## config.mk

```make
export PLATFORM = sky130hd
export DESIGN_NAME = control_unit
export DESIGN_NICKNAME = d
export VERILOG_FILES = /design/src/rtl/control_unit.sv
export SDC_FILE = /design/constraint.sdc
export NUM_CORES = 1
export LEC_CHECK = 0
export BUFFER_PORTS_ARGS = -buffer_cell sky130_fd_sc_hd__buf_2
export CELL_PAD_IN_SITES_DETAIL_PLACEMENT = 0
export CELL_PAD_IN_SITES_GLOBAL_PLACEMENT = 1
export CORE_ASPECT_RATIO = 1.75
export CORE_MARGIN = 2
export CORE_UTILIZATION = 36
export CTS_CLUSTER_DIAMETER = 50
export DETAILED_ROUTE_END_ITERATION = 10
export GPL_TIMING_DRIVEN = 0
export PLACE_DENSITY_LB_ADDON = 0.1
export SYNTH_ARGS = -nofsm -noshare
export SYNTH_HDL_FRONTEND = slang
export SYNTH_SLANG_ARGS = --single-unit
export TNS_END_PERCENT = 1
```

## constraint.sdc

```tcl
create_clock -name CLK -period 2 [get_ports CLK]
set_input_delay 0.6 -clock CLK [delete_from_list [all_inputs] [get_ports CLK]]
set_output_delay 0.6 -clock CLK [all_outputs]
set_load 0.01 [all_outputs]
```

## src/rtl/control_unit.sv

```systemverilog
// Multi-cycle fetch/decode/execute sequencer for the 8-bit datapath.
// It fetches an opcode byte and an optional immediate byte, then drives the regfile, MUX and ALU controls for one execute cycle.
module control_unit #(
  parameter logic [7:0] RESET_PC = 8'h00
) (
  input  logic       CLK,
  input  logic       RST,
  input  logic [7:0] INSTR,
  input  logic       INSTR_VALID,
  input  logic       ALU_ZERO,
  input  logic       ALU_CARRY,
  output logic       MEM_REQ,
  output logic [7:0] PC,
  output logic [1:0] RA_ADDR,
  output logic [1:0] RB_ADDR,
  output logic       MUX_SEL,
  output logic [7:0] IMM,
  output logic [1:0] ALU_OP,
  output logic       WB_SEL,
  output logic       REG_WE,
  output logic       Z_FLAG,
  output logic       C_FLAG,
  output logic       HALTED
);

  typedef enum logic [1:0] {
    S_FETCH,
    S_FETCH_IMM,
    S_EXECUTE,
    S_HALT
  } state_t;

  typedef enum logic [2:0] {
    OP_ADD  = 3'b000,
    OP_SUB  = 3'b001,
    OP_AND  = 3'b010,
    OP_OR   = 3'b011,
    OP_LDI  = 3'b100,
    OP_JZ   = 3'b101,
    OP_JMP  = 3'b110,
    OP_HALT = 3'b111
  } opcode_t;

  state_t     state;
  state_t     state_next;
  logic [7:0] ir;
  opcode_t    op;
  opcode_t    instr_op;
  logic       is_alu;

  // LDI/JZ/JMP always carry an immediate; ALU ops carry one only when the I-bit is set.
  function automatic logic needs_imm(input opcode_t code, input logic ibit);
    case (code)
      OP_LDI, OP_JZ, OP_JMP: needs_imm = 1'b1;
      OP_HALT:               needs_imm = 1'b0;
      default:               needs_imm = ibit;
    endcase
  endfunction

  assign op       = opcode_t'(ir[7:5]);
  assign instr_op = opcode_t'(INSTR[7:5]);
  assign is_alu   = ~ir[7];

  assign RA_ADDR = ir[3:2];
  assign RB_ADDR = ir[1:0];
  assign ALU_OP  = ir[6:5];

  always_ff @(posedge CLK) begin
    // NOTE: sequential state uses non-blocking assignments so every flop samples pre-edge values.
    if (RST) state <= S_FETCH;
    else     state <= state_next;
  end

  always_comb begin
    // NOTE: default assignment first, so no path leaves state_next unassigned (no latch).
    state_next = state;
    unique case (state)
      S_FETCH: begin
        if (INSTR_VALID) begin
          if (instr_op == OP_HALT)            state_next = S_HALT;
          else if (needs_imm(instr_op, INSTR[4])) state_next = S_FETCH_IMM;
          else                                 state_next = S_EXECUTE;
        end
      end
      S_FETCH_IMM: if (INSTR_VALID) state_next = S_EXECUTE;
      S_EXECUTE:   state_next = S_FETCH;
      S_HALT:      state_next = S_HALT;
    endcase
  end

  // Datapath registers: PC, IR, immediate and the latched ALU flags.
  always_ff @(posedge CLK) begin
    if (RST) begin
      PC     <= RESET_PC;
      ir     <= '0;
      IMM    <= '0;
      Z_FLAG <= 1'b0;
      C_FLAG <= 1'b0;
    end else begin
      case (state)
        S_FETCH: begin
          if (INSTR_VALID) begin
            ir <= INSTR;
            PC <= PC + 8'd1;
          end
        end
        S_FETCH_IMM: begin
          if (INSTR_VALID) begin
            IMM <= INSTR;
            PC  <= PC + 8'd1;
          end
        end
        S_EXECUTE: begin
          if (is_alu) begin
            Z_FLAG <= ALU_ZERO;
            C_FLAG <= ALU_CARRY;
          end else if (op == OP_JMP || (op == OP_JZ && Z_FLAG)) begin
            PC <= IMM;
          end
        end
        S_HALT: ;
      endcase
    end
  end

  always_comb begin
    MEM_REQ = 1'b0;
    REG_WE  = 1'b0;
    WB_SEL  = 1'b0;
    MUX_SEL = 1'b0;
    HALTED  = 1'b0;
    unique case (state)
      S_FETCH, S_FETCH_IMM: MEM_REQ = 1'b1;
      S_EXECUTE: begin
        if (is_alu) begin
          REG_WE  = 1'b1;
          MUX_SEL = ir[4];
        end else if (op == OP_LDI) begin
          REG_WE = 1'b1;
          WB_SEL = 1'b1;
        end
      end
      S_HALT: HALTED = 1'b1;
    endcase
  end

endmodule
```

==> metrics.txt, run 1 <==
hold buffer count at cts 0; max-cap viol count 0; die height 85.8 um; Rows 29; CTS Buf Count 3; post-synthesis net count 190; H-tree Lvls 1; Mapped Cells 176; setup TNS 0 ns; fin area approximately 1700 um^2; Setup-failing EPs final 0; RePlAce Congestion 0.788; post-DP HPWL 3.13 mm; commonest cells in the synthesized netlist 31 x nand2_1, 28 x dfxtp_1, 25 x a21oi_1, 16 x o21ai_0, 10 x clkbuf_1; WL per Instance between 15 and 20 um; TritonRoute pass-1 iters 4; clk_skew between 0.007 and 0.008 ns; largest net degree at the start of global routing 16; Reg clk slew, reported paths 0.10 ns; maximum clock frequency 518 MHz; Residual DRC 0; WS Path Type flip-flop to output pin; critical path capture point type output pin; fin. max-slew vios 0; PortBufs 41; Placement Cell Area between 1500 and 2000 um^2; Vias 1453; outcome completed; Yosys cell types 40; Setup WS pre-CTS approximately 0.017 ns; ys flop type dfxtp_1; final hold violation count 0; nets 235; Worst-Skew Late Latency about 0.28 ns; layout cell share with drive strength beyond 1 28.2%; Peak VDD IR 0.000466 V; Avg Cell Area, Syn 7.83 um^2; clock tree buffer depth 2; clock sink count 28; CTS tree built; CP peak stage delay 0.35 ns; FF+latch count, synth 28; Routed Antenna Nets 0; Worst Path Required 1.40 ns; Worst Max-Slew Pin Slew 0.553 ns; Tightest Hold Check Type flip-flop to flip-flop; WP buf/inv 2; synthesized area approximately 1400 um^2; die area 4360 um^2; pwr/cell area about 680 nW/um^2; Synth Warn # 0; Ant. Diodes 0; RSZ-0062 raised after global routing no; GRT overflow 0; setup ws final 0.0694 ns; top-count cell post-synth nand2_1; core outline area 3660 um^2; initial antenna violation count 0; Layout fillers a little over 400; P_leak 0.729 nW; I/O Pins 42; Worst EP arrival 1.33 ns; fin crit period 1.93 ns; Worst setup SP type flip-flop; die span in x 50.8 um; GRT Resource Usage Total 19.0%; synth-to-layout area growth 25.6%; Max stage delay cell, worst path dfxtp_2; WL final 4.09 mm; clk root buf clkbuf_8; vias in the first global route 1359; Top delay family on crit path simple AND/OR/NAND/NOR gates; crit share post-route 96.5%; CP Max Fanout 10; Initial DRC Count 15; Post-synth EDFFs 0; Area contributors post-synth dfxtp_1 41%, a21oi_1 9.1%, nand2_1 8.4%; largest area contributor in the netlist dfxtp_1; effective utilization at floorplan between 30% and 40%; Async SR Flop Fraction 0%; vias per cell approximately 5.5; Slew HR 63.0%; Yosys top cell area share 40.7%; CP Cell Sequence nand2b_4 > buf_8 > nor4b_4 > buf_2; first-pass GRT wire length 6.32 mm; sequential fraction of the synthesis area 40.7%
## worst paths after layout
check,from,endpoint,slack [ns],depth (start not counted)
worst min-delay path,PC[7],PC[7],0.48,2
worst min register to register,PC[7],PC[7],0.48,2
worst max-delay path,state[0],WB_SEL,0.07,4
worst max register to register,state[1],ir[5],0.25,5
## flip-flops by register name, summed over array words and instances, names as in the netlist
name / count
C_FLAG: 1
IMM: 8
PC: 8
Z_FLAG: 1
ir: 8
state: 2
## area by class of cell
cell class                 count  area [um^2]  area share (%)
multi-input combinational    126          728            42.1
sequential                    28          563            32.5
timing repair buffer          41          205            11.9
buffer                        17          106            6.15
tap                           46         57.6            3.33
clock buffer                   4         55.1            3.18
inverter                       4         15.0           0.868
## where the power goes
part           switching [mW]  internal, mW
Clock                   0.183         0.177
Combinational           0.114        0.0794
Sequential             0.0329         0.585
## timing repair
| action | CTS | global route |
|---|---|---|
| gates cloned | 0 | 0 |
| buffers inserted | 0 | 0 |
| setup endpoints to repair | 3 | 2 |
| resized for setup | 6 | 4 |
## layer usage
layer / global-route usage (%) / vias to the layer above / share of wire [%]
li1: - / 712 / -
met1: 21.0 / 669 / 39
met2: 34.0 / 56 / 52
met3: 1.92 / 16 / 5.3
met4: 11.3 / 0 / 4.2
met5: 0 / - / 0
## layout by cell type (no fill, tap or decap), types with 2 or more instances in the layout
cell      Yosys  final
buf_2         1     42
nand2_1      31     31
dfxtp_1      28     26
a21oi_1      25     25
o21ai_0      16     16
nand3_1       9      9
clkbuf_1     10      8
buf_4         6      6
nor2_1        6      5
inv_1         4      4
clkbuf_8      0      4
nor2b_1       3      3
o32ai_1       3      3
a31oi_1       2      2
nor3_1        2      2
a311oi_1      2      2
a211oi_1      2      2
dfxtp_2       0      2
## worst register-to-register path, delay by kind of cell (launching register included)
| kind | cells | cell delay (ns) |
|---|---|---|
| AO/OA/AOI/OAI | 2 | 0.30 |
| buffers and inverters | 2 | 0.86 |
| flip-flops | 1 | 0.40 |
| AND/OR/NAND/NOR | 1 | 0.12 |
## logic make-up after synthesis
kind of cell	synth area share (%)
buffers and inverters	8.26
adders and majority gates	0.908
AOI/OAI and AO/OA	27.5
and+or+nand+nor	22.6
DFF	40.7
## per-stage QoR
stage,hold slack (ns),instances,power [mW],utilization (%)
floorplan,0.449,176,0.738,-
global placement,0.464,263,0.812,44.8
detailed placement,0.470,263,0.815,44.8
CTS,0.486,267,1.18,46.8
global route,0.508,266,1.23,47.2
finish,0.483,266,1.17,47.2
Power figures use the tool's default switching activity.
==> run 2: changes to the inputs <==
--- a/config.mk
+++ b/config.mk
@@ -15,7 +15,8 @@
 export DETAILED_ROUTE_END_ITERATION = 10
 export GPL_TIMING_DRIVEN = 0
 export PLACE_DENSITY_LB_ADDON = 0.1
+export SETUP_SLACK_MARGIN = 0.2
 export SYNTH_ARGS = -nofsm -noshare
 export SYNTH_HDL_FRONTEND = slang
 export SYNTH_SLANG_ARGS = --single-unit
-export TNS_END_PERCENT = 1
+export TNS_END_PERCENT = 5
==> run 2 against run 1 <==
Utilization grew 1.5 points; count of clock-buffer cells in the layout is the same; final area grew 3.3%; worst setup slack gained 0.034 ns; combinational power grew 9%; critical endpoint unchanged.
==> metrics.txt, run 2 (synthesis results as in run 1) <==
outcome completed; fin util 48.8%; die area 4360 um^2; fin crit period around 1.9 ns; die height ~86 um; I/O Pins 42; Worst setup SP type flip-flop; CP Max Fanout 5; maximum clock frequency approximately 530 MHz; effective utilization at floorplan 37.6%; WL final 4.18 mm; Routed Antenna Nets 0; Tightest Hold Check Type flip-flop to flip-flop; DP Cell Count 263; leading cell types in the layout, fill and taps excluded 42 x buf_2, 31 x nand2_1, 26 x dfxtp_1; Rows 29; Vias around 1500; core outline area 3660 um^2; worst r2r src state[1]; hold_sp PC[7]; vias in the first global route ~1400; Peak VDD IR 0.000480 V; Layout fillers 403; crit share post-route a little over nine tenths; Slew HR 63.8%; post-DP HPWL roughly 3.1 mm; largest net degree at the start of global routing 16; Worst EP arrival 1.30 ns; fin. max-slew vios 0; clk root buf clkbuf_8; TritonRoute pass-1 iters 4; synth-to-layout area growth 29.7%; nets 240; Top Registers IMM (8), PC (8), ir (8); pwr/cell area 661 nW/um^2; initial antenna violation count 0; CTS tree built; clock tree buffer depth 2; setup TNS 0 ns; P_leak 0.762 nW; GRT overflow 0; clk_skew between 0.007 and 0.008 ns; WS Path Type flip-flop to output pin; clock sink count 28; H-tree Lvls 1; hold endpoint PC[7]; first-pass GRT wire length 6.48 mm; R2R cell count 5; most common cell after layout, fill and taps aside buf_2; Worst Max-Slew Pin Slew ~0.54 ns; layout cell share with drive strength beyond 1 about 30%; die span in x slightly above 50 um; Residual DRC 0; final cell count without fillers 271; GRT Resource Usage Total about a fifth; RSZ-0062 raised after global routing yes; worst reg2reg path endpoint ir[5]; hold buffer count at cts 0; Worst Path Required between 1 and 1.5 ns; Worst-Skew Late Latency between 0.2 and 0.3 ns; Ant. Diodes 0; CTS Buf Count 3; Initial DRC Count 32; final hold violation count 0; RePlAce Congestion 0.788; WL per Instance roughly 15 um; FF-to-FF setup slack between 0.2 and 0.3 ns; Worst Hold Depth 2; vias per cell 5.54; Setup-failing EPs final 0; max-cap viol count 0; Reg clk slew, reported paths 0.10 ns; critical path capture point type output pin; PortBufs 41
[run 2: changes by cell type in the layout (fill, tap and decap cells not counted)]
cell / change
buf_4: +4
clkbuf_2: +2
dfxtp_2: -2
dfxtp_4: +2
buf_8: -1
clkbuf_1: -1
clkbuf_16: +1
nor2_2: -1
nor2_4: +1
[run 2: report_power, final]
part           total [mW]  internal (mW)  switching (mW)
registers           0.613          0.584          0.0289
clock network       0.359          0.177           0.182
logic               0.210         0.0886           0.121
total                1.18          0.849           0.333
[run 2: worst max path at each step]
stage | from | to
after detailed placement | INSTR_VALID | ir[5]
after CTS | state[0] | WB_SEL
after floorplan | state[0] | WB_SEL
final | state[0] | WB_SEL
after global placement | state[0] | MUX_SEL
after global routing | state[0] | WB_SEL
[run 2: through the flow]
stage,setup slack [ns],cell area [um^2],hold WS (ns),power [mW]
detailed placement,0.0173,1640,0.470,0.815
finish,0.104,1790,0.484,1.18
global route,0.0410,1790,0.508,1.24
global placement,0.0416,1640,0.464,0.812
floorplan,0.256,1380,0.449,0.738
CTS,0.0961,1760,0.486,1.19
[run 2: critical path, stage by stage, from the launching register on]
cell,delay (ns)
dfxtp_4,0.35
nand2b_4,0.14
clkbuf_16,0.16
nor4b_4,0.19
buf_2,0.17
[run 2: per-layer routing]
| layer | global-route usage, % | share of wire, % | vias up |
|---|---|---|---|
| li1 | - | - | 728 |
| met1 | 21.5 | 39 | 701 |
| met2 | 35.4 | 52 | 57 |
| met3 | 1.92 | 4.5 | 16 |
| met4 | 11.3 | 4.6 | 0 |
| met5 | 0 | 0 | - |
[run 2: repair_timing]
item | in CTS | in global routing
setup endpoints to repair | 4 | 14
pin swaps | 1 | 0
buffers inserted | 3 | 1
resized for setup | 11 | 5
[run 2: cell type report]
type | instances | area, um^2 | area share, %
sequential | 28 | 568 | 31.8
timing repair buffer | 45 | 235 | 13.2
inverter | 4 | 15.0 | 0.840
clock buffer | 4 | 55.1 | 3.08
multi-input combinational | 126 | 733 | 41.0
tap | 46 | 57.6 | 3.22
buffer | 18 | 123 | 6.86
